[src/rtl/seq_pattern_detector.sv]
// seq_pattern_detector
//   Serial bit-pattern detector with a parametrised pattern. It accepts one bit
//   per din_valid cycle and flags (Mealy, same cycle) when the last PAT_W
//   accepted bits equal the pattern, with the MSB received first. Overlapping
//   or non-overlapping detection is selected at run time. A saturating counter
//   tracks the number of matches since reset or clear.
//
//   Optional feature macro: SEQ_PATTERN_DETECTOR_PAT_LOAD_EN
//     When defined, adds pat_wr/pat_wdata so the pattern can be reloaded at
//     run time. The pattern register resets to PATTERN. A load flushes the
//     history like clear does, but leaves match_cnt unchanged.
//     When undefined, the pattern is the PATTERN constant.
module seq_pattern_detector #(
  parameter int               PAT_W   = 4,
  parameter logic [PAT_W-1:0] PATTERN = 4'b1010,
  parameter int               CNT_W   = 8
) (
  input  logic             clk,
  input  logic             reset,
  input  logic             din_valid,
  input  logic             din,
  input  logic             overlap,
  input  logic             clear,
`ifdef SEQ_PATTERN_DETECTOR_PAT_LOAD_EN
  input  logic             pat_wr,
  input  logic [PAT_W-1:0] pat_wdata,
`endif
  output logic             match,
  output logic             match_q,
  output logic [CNT_W-1:0] match_cnt
);

  localparam int FILL_W = $clog2(PAT_W) + 1;
  localparam logic [FILL_W-1:0] FILL_FULL = FILL_W'(PAT_W - 1);

  logic [PAT_W-2:0]  hist;      // last PAT_W-1 accepted bits, newest in LSB
  logic [FILL_W-1:0] fill;      // accepted bits that may take part in a match
  logic [FILL_W-1:0] fill_nxt;
  logic [PAT_W-1:0]  window;
  logic [PAT_W-1:0]  pattern;
  logic              load;      // pattern reload this cycle (flushes history)

`ifdef SEQ_PATTERN_DETECTOR_PAT_LOAD_EN
  logic [PAT_W-1:0] pat_reg;

  // Run-time pattern register; it comes out of reset holding PATTERN.
  always_ff @(posedge clk or negedge reset) begin
    if (!reset) begin
      pat_reg <= PATTERN;
    end else if (pat_wr) begin
      pat_reg <= pat_wdata;
    end
  end

  assign pattern = pat_reg;
  assign load    = pat_wr;
`else
  assign pattern = PATTERN;
  assign load    = 1'b0;
`endif

  assign window = {hist, din};

  // The reset term keeps match low while reset is asserted. The clear and
  // load terms make both of them win over a match in the same cycle.
  assign match = reset & din_valid & ~clear & ~load
               & (fill == FILL_FULL) & (window == pattern);

  // Fill update for an accepted bit. After a match, overlap mode keeps the
  // suffix usable. Non-overlap mode requires PAT_W fresh bits.
  always_comb begin
    // NOTE: assign the default first so that every path drives fill_nxt and no latch is inferred.
    fill_nxt = fill;
    if (match) begin
      fill_nxt = overlap ? FILL_FULL : '0;
    end else if (fill != FILL_FULL) begin
      fill_nxt = fill + 1'b1;
    end
  end

  // History, fill, delayed match flag and saturating match counter.
  always_ff @(posedge clk or negedge reset) begin
    // NOTE: state registers use non-blocking assignments so every register samples pre-edge values.
    if (!reset) begin
      hist      <= '0;
      fill      <= '0;
      match_q   <= 1'b0;
      match_cnt <= '0;
    end else begin
      match_q <= match;

      if (clear || load) begin
        hist <= '0;
        fill <= '0;
      end else if (din_valid) begin
        hist <= window[PAT_W-2:0];
        fill <= fill_nxt;
      end

      if (clear) begin
        match_cnt <= '0;
      end else if (match && !(&match_cnt)) begin
        match_cnt <= match_cnt + 1'b1;
      end
    end
  end

endmodule
[config.mk]
export PLATFORM = sky130hd
export DESIGN_NAME = seq_pattern_detector
export DESIGN_NICKNAME = d
export VERILOG_FILES = /design/src/rtl/seq_pattern_detector.sv
export SDC_FILE = /design/constraint.sdc
export NUM_CORES = 1
export LEC_CHECK = 0
export BUFFER_PORTS_ARGS = -buffer_cell sky130_fd_sc_hd__buf_2
export CAP_MARGIN = 10
export CORE_UTILIZATION = 43
export CTS_CLUSTER_SIZE = 20
export DETAILED_ROUTE_END_ITERATION = 12
export PLACE_DENSITY = 0.64
export SYNTH_ARGS = -nofsm -noshare
export SYNTH_HDL_FRONTEND = slang
export SYNTH_SLANG_ARGS = --single-unit
export TNS_END_PERCENT = 100
[constraint.sdc]
create_clock -name clk -period 1.4 [get_ports clk]
set_input_delay 0.14 -clock clk [delete_from_list [all_inputs] [get_ports clk]]
set_output_delay 0.14 -clock clk [all_outputs]
set_load 0.05 [all_outputs]
==> Implementation_results.wiki, run 1 <==
{| class="wikitable"
! Metric !! Value
|-
| Status || finished, violations left
|-
| Violations in the final reports || setup timing
|-
| Cell at the root of the clock tree || sky130_fd_sc_hd__clkbuf_4
|-
| Crit end category || primary output
|-
| CTS tree || done
|-
| Gpl congestion || 0.8451
|-
| Synth area leader || sky130_fd_sc_hd__dfrtp_1
|-
| Total negative slack || -2.293 ns
|-
| Worst path max stage delay || 0.36 ns
|-
| Sw Pwr || ~220 uW
|-
| Number of warnings issued by yosys || 0
|-
| Antenna violations before repair || 0
|-
| Max IR drop VDD || between 0.4 and 0.5 mV
|-
| Worst hold path type || primary input to register
|-
| Data required time at the worst endpoint || about 1.3 ns
|-
| Routed wire length || roughly 2.5 mm
|-
| Ports placed on the boundary || 16
|-
| Final-report hold violation count || 0
|-
| Number of remaining DRC errors || 0
|-
| Fraction of final layout cells with drive strength greater than 1 || approximately 57%
|-
| Internal power consumption || a little over 600 uW
|-
| Syn Nets || 95
|-
| Clock Power Share || between 20 and 30%
|-
| Number of flip-flops and latches in the synthesized netlist || 15
|-
| Synthesis-to-finish area growth || 56.50%
|-
| Count of max-cap constraint violations || 0
|-
| Number of global-route vias before repair || ~820
|-
| Max-slew violation count || 0
|-
| Worst Clk Skew || 0.005623 ns
|-
| Max clock buf depth || 2
|-
| Mapped cell area || approximately 860 um2
|-
| Count of unique library cells instantiated by Yosys || 32
|-
| Switching power as a share of total power || roughly a quarter
|-
| Area after detailed placement || 0.001117 mm2
|-
| Synth async-reset ratio || 100.0%
|-
| Clock-pin slew of the registers on the worst-case setup and hold paths || roughly 0.090 ns
|-
| Leakage power figure || around 0.00061 uW
|-
| Sequential share of power || 53.8%
|-
| Post-route ant nets || 0
|-
| Global route overflow || 0
|-
| Via-to-Cell Ratio || 5.709
|-
| Critical path launch point type || register
|-
| Port Buffers || 15
|-
| Proportion of synthesized chip area in sequential cells || 43.80%
|-
| Worst max-slew margin expressed relative to the limit || slightly below 80%
|-
| Final standard cell area without fillers || roughly 0.0013 mm2
|-
| Post-DP HPWL || 1.459 mm
|-
| Cell with the biggest individual delay on the critical path || sky130_fd_sc_hd__dfrtp_1
|-
| Total number of clock tree sinks || 15
|-
| Most common cell in the synthesized netlist || sky130_fd_sc_hd__dfrtp_1
|-
| Pin count of the biggest net entering global routing || 11
|-
| Clock insertion delay at the later pin of the skew report || 0.28 ns
|-
| CTS Buf Count || 3
|-
| Minimum period implied by the final worst setup slack || approximately 1.7 ns
|-
| Startpoint-to-endpoint class of the critical path || register to primary output
|-
| Routed len/inst || about 17 um
|-
| EDFF count, synth || 0
|-
| Floorplan die width || 46.65 um
|-
| Post-route fraction of the period consumed by the critical path || 120.1%
|-
| Fmax || roughly 600 MHz
|-
| Final setup violating endpoints || 12
|-
| First-pass iteration count of the detailed router || 4
|-
| H-tree levels || 1
|-
| Total via count in the routed design || approximately 860
|-
| Post-layout utilization of the core || about three quarters
|-
| Syn Inst Count || 86
|-
| Reg-to-reg critical path startpoint || fill[0]
|-
| Die height || 46.65 um
|-
| Worst-Margin Slew || a little over 0.3 ns
|-
| Final nets || around 140
|-
| Starting utilization of the core area || 47.57%
|-
| Area enclosed by the die boundary || 0.002176 mm2
|-
| Launch point of the worst hold path || clear
|-
| Fraction of synthesized cell area taken by the top area cell type || 43.80%
|-
| Setup WS post-layout || -0.2817 ns
|-
| Combinational Power Share || ~16%
|-
| All-layer global routing usage || 26.96%
|-
| CP max FO || 3
|-
| Power density over the cells || ~620 mW/mm2
|-
| Leading register cell type out of synthesis || sky130_fd_sc_hd__dfrtp_1
|-
| Cells along the critical path || ha_2 > ha_4 > and4b_4 > and2_4 > buf_8
|-
| Synth Area per Inst || between 9 and 10 um2
|-
| Data arrival time of the critical path || 1.54 ns
|-
| Number of DRC markers in iteration 0 || 17
|-
| Count of cells along the worst register-to-register path || 8
|-
| Hold Crit Depth || 2
|-
| PnR Total Power || between 800 and 900 uW
|-
| Global-route wire length before repair || between 3 and 4 mm
|-
| Number of diodes || 0
|-
| Launch point of the worst path || fill[0]
|-
| Largest cells by area after synthesis || sky130_fd_sc_hd__dfrtp_1 (44%), sky130_fd_sc_hd__mux2i_1 (4.7%), sky130_fd_sc_hd__ha_1 (4.4%)
|-
| RSZ-0062 raised after global routing || yes
|-
| Std-Cell Rows || 15
|-
| Leading cell types by count after synthesis || sky130_fd_sc_hd__dfrtp_1 (15), sky130_fd_sc_hd__nor2_1 (7), sky130_fd_sc_hd__nand2_1 (6), sky130_fd_sc_hd__a21oi_1 (5), sky130_fd_sc_hd__nor2b_1 (5)
|-
| Core Box Area || about 0.0018 mm2
|}
## area by class of cell
cell class / instances / area [um2]
repair buffers: 38 / 284.0
well taps: 25 / 31.28
flip-flops and latches: 15 / 385.4
inverters: 4 / 15.01
multi-input cells: 65 / 599.3
fillers: 136 / 460.4
clock buffers: 4 / 26.28
## timing repair
action,in CTS,in global routing
pin swaps,10,3
endpoints found under the setup margin,11,12
hold endpoints to repair,15,0
setup buffers,6,1
resized for setup,13,12
hold buffers,1,0
## cell families (layout without fill, tap and decap cells)
kind of cell	Yosys count	after routing	synth area share, %
and+or+nand+nor	38	38	26.71
AOI/OAI and AO/OA	19	19	15.91
DFF	15	15	43.80
buffers and inverters	6	46	3.503
muxes	4	4	4.672
adders and majority gates	3	3	4.380
xor gates and xnor gates	1	1	1.022
## critical path: cells and delay by family, from the launching register on
kind                       cells  cell delay [ns]
DFF                            1             0.36
and+or+nand+nor                2             0.42
adders and majority gates      2             0.33
buffers and inverters          1             0.15
## through the flow
stage          instances  hold WS [ns]  setup WS (ns)
2_1_floorplan         86       -0.1556        -0.1723
3_3_place_gp         139        0.1171        -0.1431
3_5_place_dp         139        0.1183        -0.1704
4_1_cts              150       0.09915        -0.2793
5_1_grt              151        0.1044        -0.3358
6_report             151        0.1184        -0.2817
## metal layers
metal  vias to the layer above  track usage, %  wire length [um]
met5                         -               0                 0
met4                         0           10.29                35
met3                         6           5.490                91
met2                        28           42.78              1273
met1                       429           35.85              1102
li1                        399               -                 -
## placed cells by master, fill, tap and decap left out, types with 2 or more instances in the layout
master	instances
sky130_fd_sc_hd__buf_4	18
sky130_fd_sc_hd__buf_2	14
sky130_fd_sc_hd__dfrtp_2	8
sky130_fd_sc_hd__nor2_1	7
sky130_fd_sc_hd__dfrtp_1	7
sky130_fd_sc_hd__nand2_1	6
sky130_fd_sc_hd__inv_1	4
sky130_fd_sc_hd__mux2i_1	4
sky130_fd_sc_hd__a21oi_2	4
sky130_fd_sc_hd__nor2b_1	3
sky130_fd_sc_hd__nand3_1	3
sky130_fd_sc_hd__o21ai_0	3
sky130_fd_sc_hd__clkbuf_4	3
sky130_fd_sc_hd__buf_6	3
sky130_fd_sc_hd__nor2b_4	2
sky130_fd_sc_hd__and3_1	2
sky130_fd_sc_hd__nand4_1	2
sky130_fd_sc_hd__a211oi_2	2
sky130_fd_sc_hd__o31ai_1	2
sky130_fd_sc_hd__or3_4	2
sky130_fd_sc_hd__or4_1	2
sky130_fd_sc_hd__ha_4	2
## final timing paths
path / end / slack (ns)
max in group asynchronous: match_cnt[1] / 0.81
worst max register to register: fill[1] / -0.26
min in group asynchronous: match_q / 0.43
worst min-delay path: match_cnt[2] / 0.12
worst min register to register: fill[2] / 0.55
worst max-delay path: match / -0.28
## power groups by stage
stage / sequential, uW / combinational [uW] / clock, uW
2_1_floorplan: 457 / 46.9 / 0
3_3_place_gp: 456 / 91.1 / 0
3_5_place_dp: 457 / 92.5 / 0
4_1_cts: 448 / 112 / 254
5_1_grt: 450 / 145 / 287
6_report: 449 / 136 / 250
## registers in the layout (all words and copies together) (netlist names)
signal / cells
match_cnt: 8
fill: 3
hist: 3
match_q: 1
Power figures use the tool's default switching activity.
==> inputs of run 2 (changes only) <==
Settings changed: CELL_PAD_IN_SITES_DETAIL_PLACEMENT from default to 0, CELL_PAD_IN_SITES_GLOBAL_PLACEMENT from default to 1, CORE_UTILIZATION 43 to 36, PLACE_DENSITY 0.64 to 0.69.
==> run 2 against run 1 <==
The run still ends with setup timing left. Cell count rose by 2.0%. Hold slack got worse by 0.025 ns. Wire length fell by 12%. Register-to-register slack improved by 0.03 ns. Clock-buffer cell count did not move. Sequential share of layout area rose by 0.13 points. Largest cell class unchanged.
==> Implementation_results.wiki, run 2 (same netlist as run 1, synthesis figures left out) <==
{| class="wikitable"
! Metric !! Value
|-
| Status || finished, violations left
|-
| Violations in the final reports || setup timing
|-
| PnR Total Power || 829.7 uW (-0.64%)
|-
| Pin count of the biggest net entering global routing || 14 (+3)
|-
| CTS Buf Count || 3 (unchanged)
|-
| Post-route fraction of the period consumed by the critical path || 117.6% (-2.5 points)
|-
| Clock-pin slew of the registers on the worst-case setup and hold paths || 0.09 ns (about the same)
|-
| Most used cells in the layout excluding fill and tap cells || sky130_fd_sc_hd__buf_4 (17), sky130_fd_sc_hd__buf_2 (14), sky130_fd_sc_hd__dfrtp_2 (8)
|-
| Hold_ws || 0.09309 ns (-0.02532 ns)
|-
| Post-DP HPWL || 1.521 mm (+4.3%)
|-
| Endpoint of the lowest-slack register-to-register path || match_cnt[3]
|-
| Starting utilization of the core area || 38.38% (-9.2 points)
|-
| CTS tree || done
|-
| Area after detailed placement || 0.001121 mm2 (+0.34%)
|-
| RSZ-0062 raised after global routing || yes
|-
| Final setup violating endpoints || 13 (+1)
|-
| Final standard cell area without fillers || 0.001335 mm2 (-0.47%)
|-
| Global-route wire length before repair || 3.836 mm (-2.6%)
|-
| Hold Crit Depth || 2 (unchanged)
|-
| Antenna violations before repair || 0 (unchanged)
|-
| Total via count in the routed design || 805 (-6.6%)
|-
| Fraction of final layout cells with drive strength greater than 1 || 56.35% (-0.79 points)
|-
| Worst path max stage delay || 0.39 ns (+0.03 ns)
|-
| Launch point of the worst hold path || clear
|-
| Final nets || 136 (unchanged)
|-
| Count of max-cap constraint violations || 0 (unchanged)
|-
| Max-slew violation count || 0 (unchanged)
|-
| Post-route ant nets || 0 (unchanged)
|-
| Worst-Margin Slew || 0.3491 ns (+0.04314 ns)
|-
| Worst reg-to-reg setup slack || -0.23 ns (+0.03 ns)
|-
| CP max FO || 2 (-1)
|-
| Worst Path Buf+Inv || 1 (unchanged)
|-
| Worst hold path type || primary input to register
|-
| Final cell count without fillers || 154 (+2.0%)
|-
| Routed wire length || 2.193 mm (-12%)
|-
| Worst Clk Skew || 0.001188 ns (-0.004435 ns)
|-
| Count of cells along the worst register-to-register path || 7 (-1)
|-
| Max reg flops || 8 (unchanged)
|-
| Number of global-route vias before repair || 822 (+0.37%)
|-
| Placed Cells incl. Taps || 142 (+2.2%)
|-
| Cell at the root of the clock tree || sky130_fd_sc_hd__clkbuf_4
|-
| Gpl congestion || 0.7420 (-12%)
|-
| Port Buffers || 15 (unchanged)
|-
| Worst max-slew margin expressed relative to the limit || 76.62% (-2.8 points)
|-
| Final-report hold violation count || 0 (unchanged)
|-
| Power density over the cells || 621.5 mW/mm2 (-0.17%)
|-
| Setup WS post-layout || -0.2465 ns (+0.03527 ns)
|-
| Minimum period implied by the final worst setup slack || 1.646 ns (-0.03527 ns)
|-
| Critical path launch point type || register
|-
| Cells along the critical path || ha_2 > ha_4 > and4b_4 > and2_4 > buf_8
|-
| Global route overflow || 0 (unchanged)
|-
| Routed len/inst || 14.24 um (-14%)
|-
| Number of remaining DRC errors || 0 (unchanged)
|-
| Data arrival time of the critical path || 1.51 ns (-0.03 ns)
|-
| Max clock buf depth || 2 (unchanged)
|-
| Commonest non-fill, non-tap cell in the layout || sky130_fd_sc_hd__buf_4
|-
| First-pass iteration count of the detailed router || 3 (-1)
|-
| Sink of the worst hold path || fill[1]
|-
| Number of DRC markers in iteration 0 || 1 (-16)
|-
| Register name with the most flops || match_cnt
|-
| Largest registers || match_cnt (8), fill (3), hist (3)
|-
| Cell with the biggest individual delay on the critical path || sky130_fd_sc_hd__dfrtp_1
|-
| Via-to-Cell Ratio || 5.227 (-8.4%)
|-
| Ports placed on the boundary || 16 (unchanged)
|-
| Floorplan die width || 50.79 um (+8.9%)
|-
| Category of cells accounting for the largest share of critical-path delay || flip-flops
|-
| Total negative slack || -2.058 ns (+0.2354 ns)
|-
| Max IR drop VDD || 0.5613 mV (+21%)
|-
| Data required time at the worst endpoint || 1.26 ns (about the same)
|-
| Leakage power figure || 0.0006063 uW (about the same)
|-
| H-tree levels || 1 (unchanged)
|-
| Clock insertion delay at the later pin of the skew report || 0.28 ns (about the same)
|-
| Number of diodes || 0 (unchanged)
|-
| Area enclosed by the die boundary || 0.002580 mm2 (+19%)
|-
| Total number of clock tree sinks || 15 (unchanged)
|-
| All-layer global routing usage || 21.02% (-5.9 points)
|-
| Fmax || 607.4 MHz (+2.1%)
|-
| Synthesis-to-finish area growth || 55.77%
|-
| Startpoint-to-endpoint class of the critical path || register to primary output
|-
| Reg-to-reg critical path startpoint || fill[1]
|-
| Die height || 50.79 um (+8.9%)
|-
| Core Box Area || 0.002233 mm2 (+24%)
|-
| Crit end category || primary output
|-
| Std-Cell Rows || 17 (+2)
|}
-- run 2: how the worst max path moves through the flow --
stage,from,to,slack [ns],cells after the start
after floorplan,fill[0],fill[1],-0.17,6
after global placement,fill[1],match_cnt[3],-0.15,6
after detailed placement,fill[0],match_cnt[7],-0.16,6
after CTS,fill[0],match,-0.26,5
after global routing,fill[1],match_cnt[4],-0.32,7
final,fill[1],match,-0.25,5
-- run 2: power by group --
group          leakage (uW)  switching, uW  total (uW)  internal (uW)
Sequential         0.000193           6.09         448            442
Combinational      0.000398           67.3         133           66.0
Clock             0.0000150            138         248            111
-- run 2: layout make-up --
cell class                      instances  area [um2]
Inverter                                4       15.01
Multi-Input combinational cell         65       594.3
Sequential cell                        15       385.4
Fill cell                             198       898.4
Timing Repair Buffer                   38       279.0
Tap cell                               28       35.03
Clock buffer                            4       26.28
-- run 2: timing repair --
item,CTS,global route
hold endpoints to repair,15,0
pin swaps,9,7
hold buffers,1,0
setup buffers,6,1
gates resized for setup,18,8
endpoints found under the setup margin,11,13
-- run 2: routing by layer --
layer	up-vias	GRT usage [%]	wire (um)
met2	17	32.22	1070
met4	0	8.796	29
met1	383	26.88	1003
met5	-	0	0
li1	401	-	-
met3	4	6.970	88
-- run 2: through the flow --
stage          utilization [%]  setup slack [ns]
4_1_cts                  57.93           -0.2650
6_report                 59.78           -0.2465
3_5_place_dp             50.20           -0.1648
5_1_grt                  59.78           -0.3231
3_3_place_gp             50.20           -0.1452
2_1_floorplan                -           -0.1723
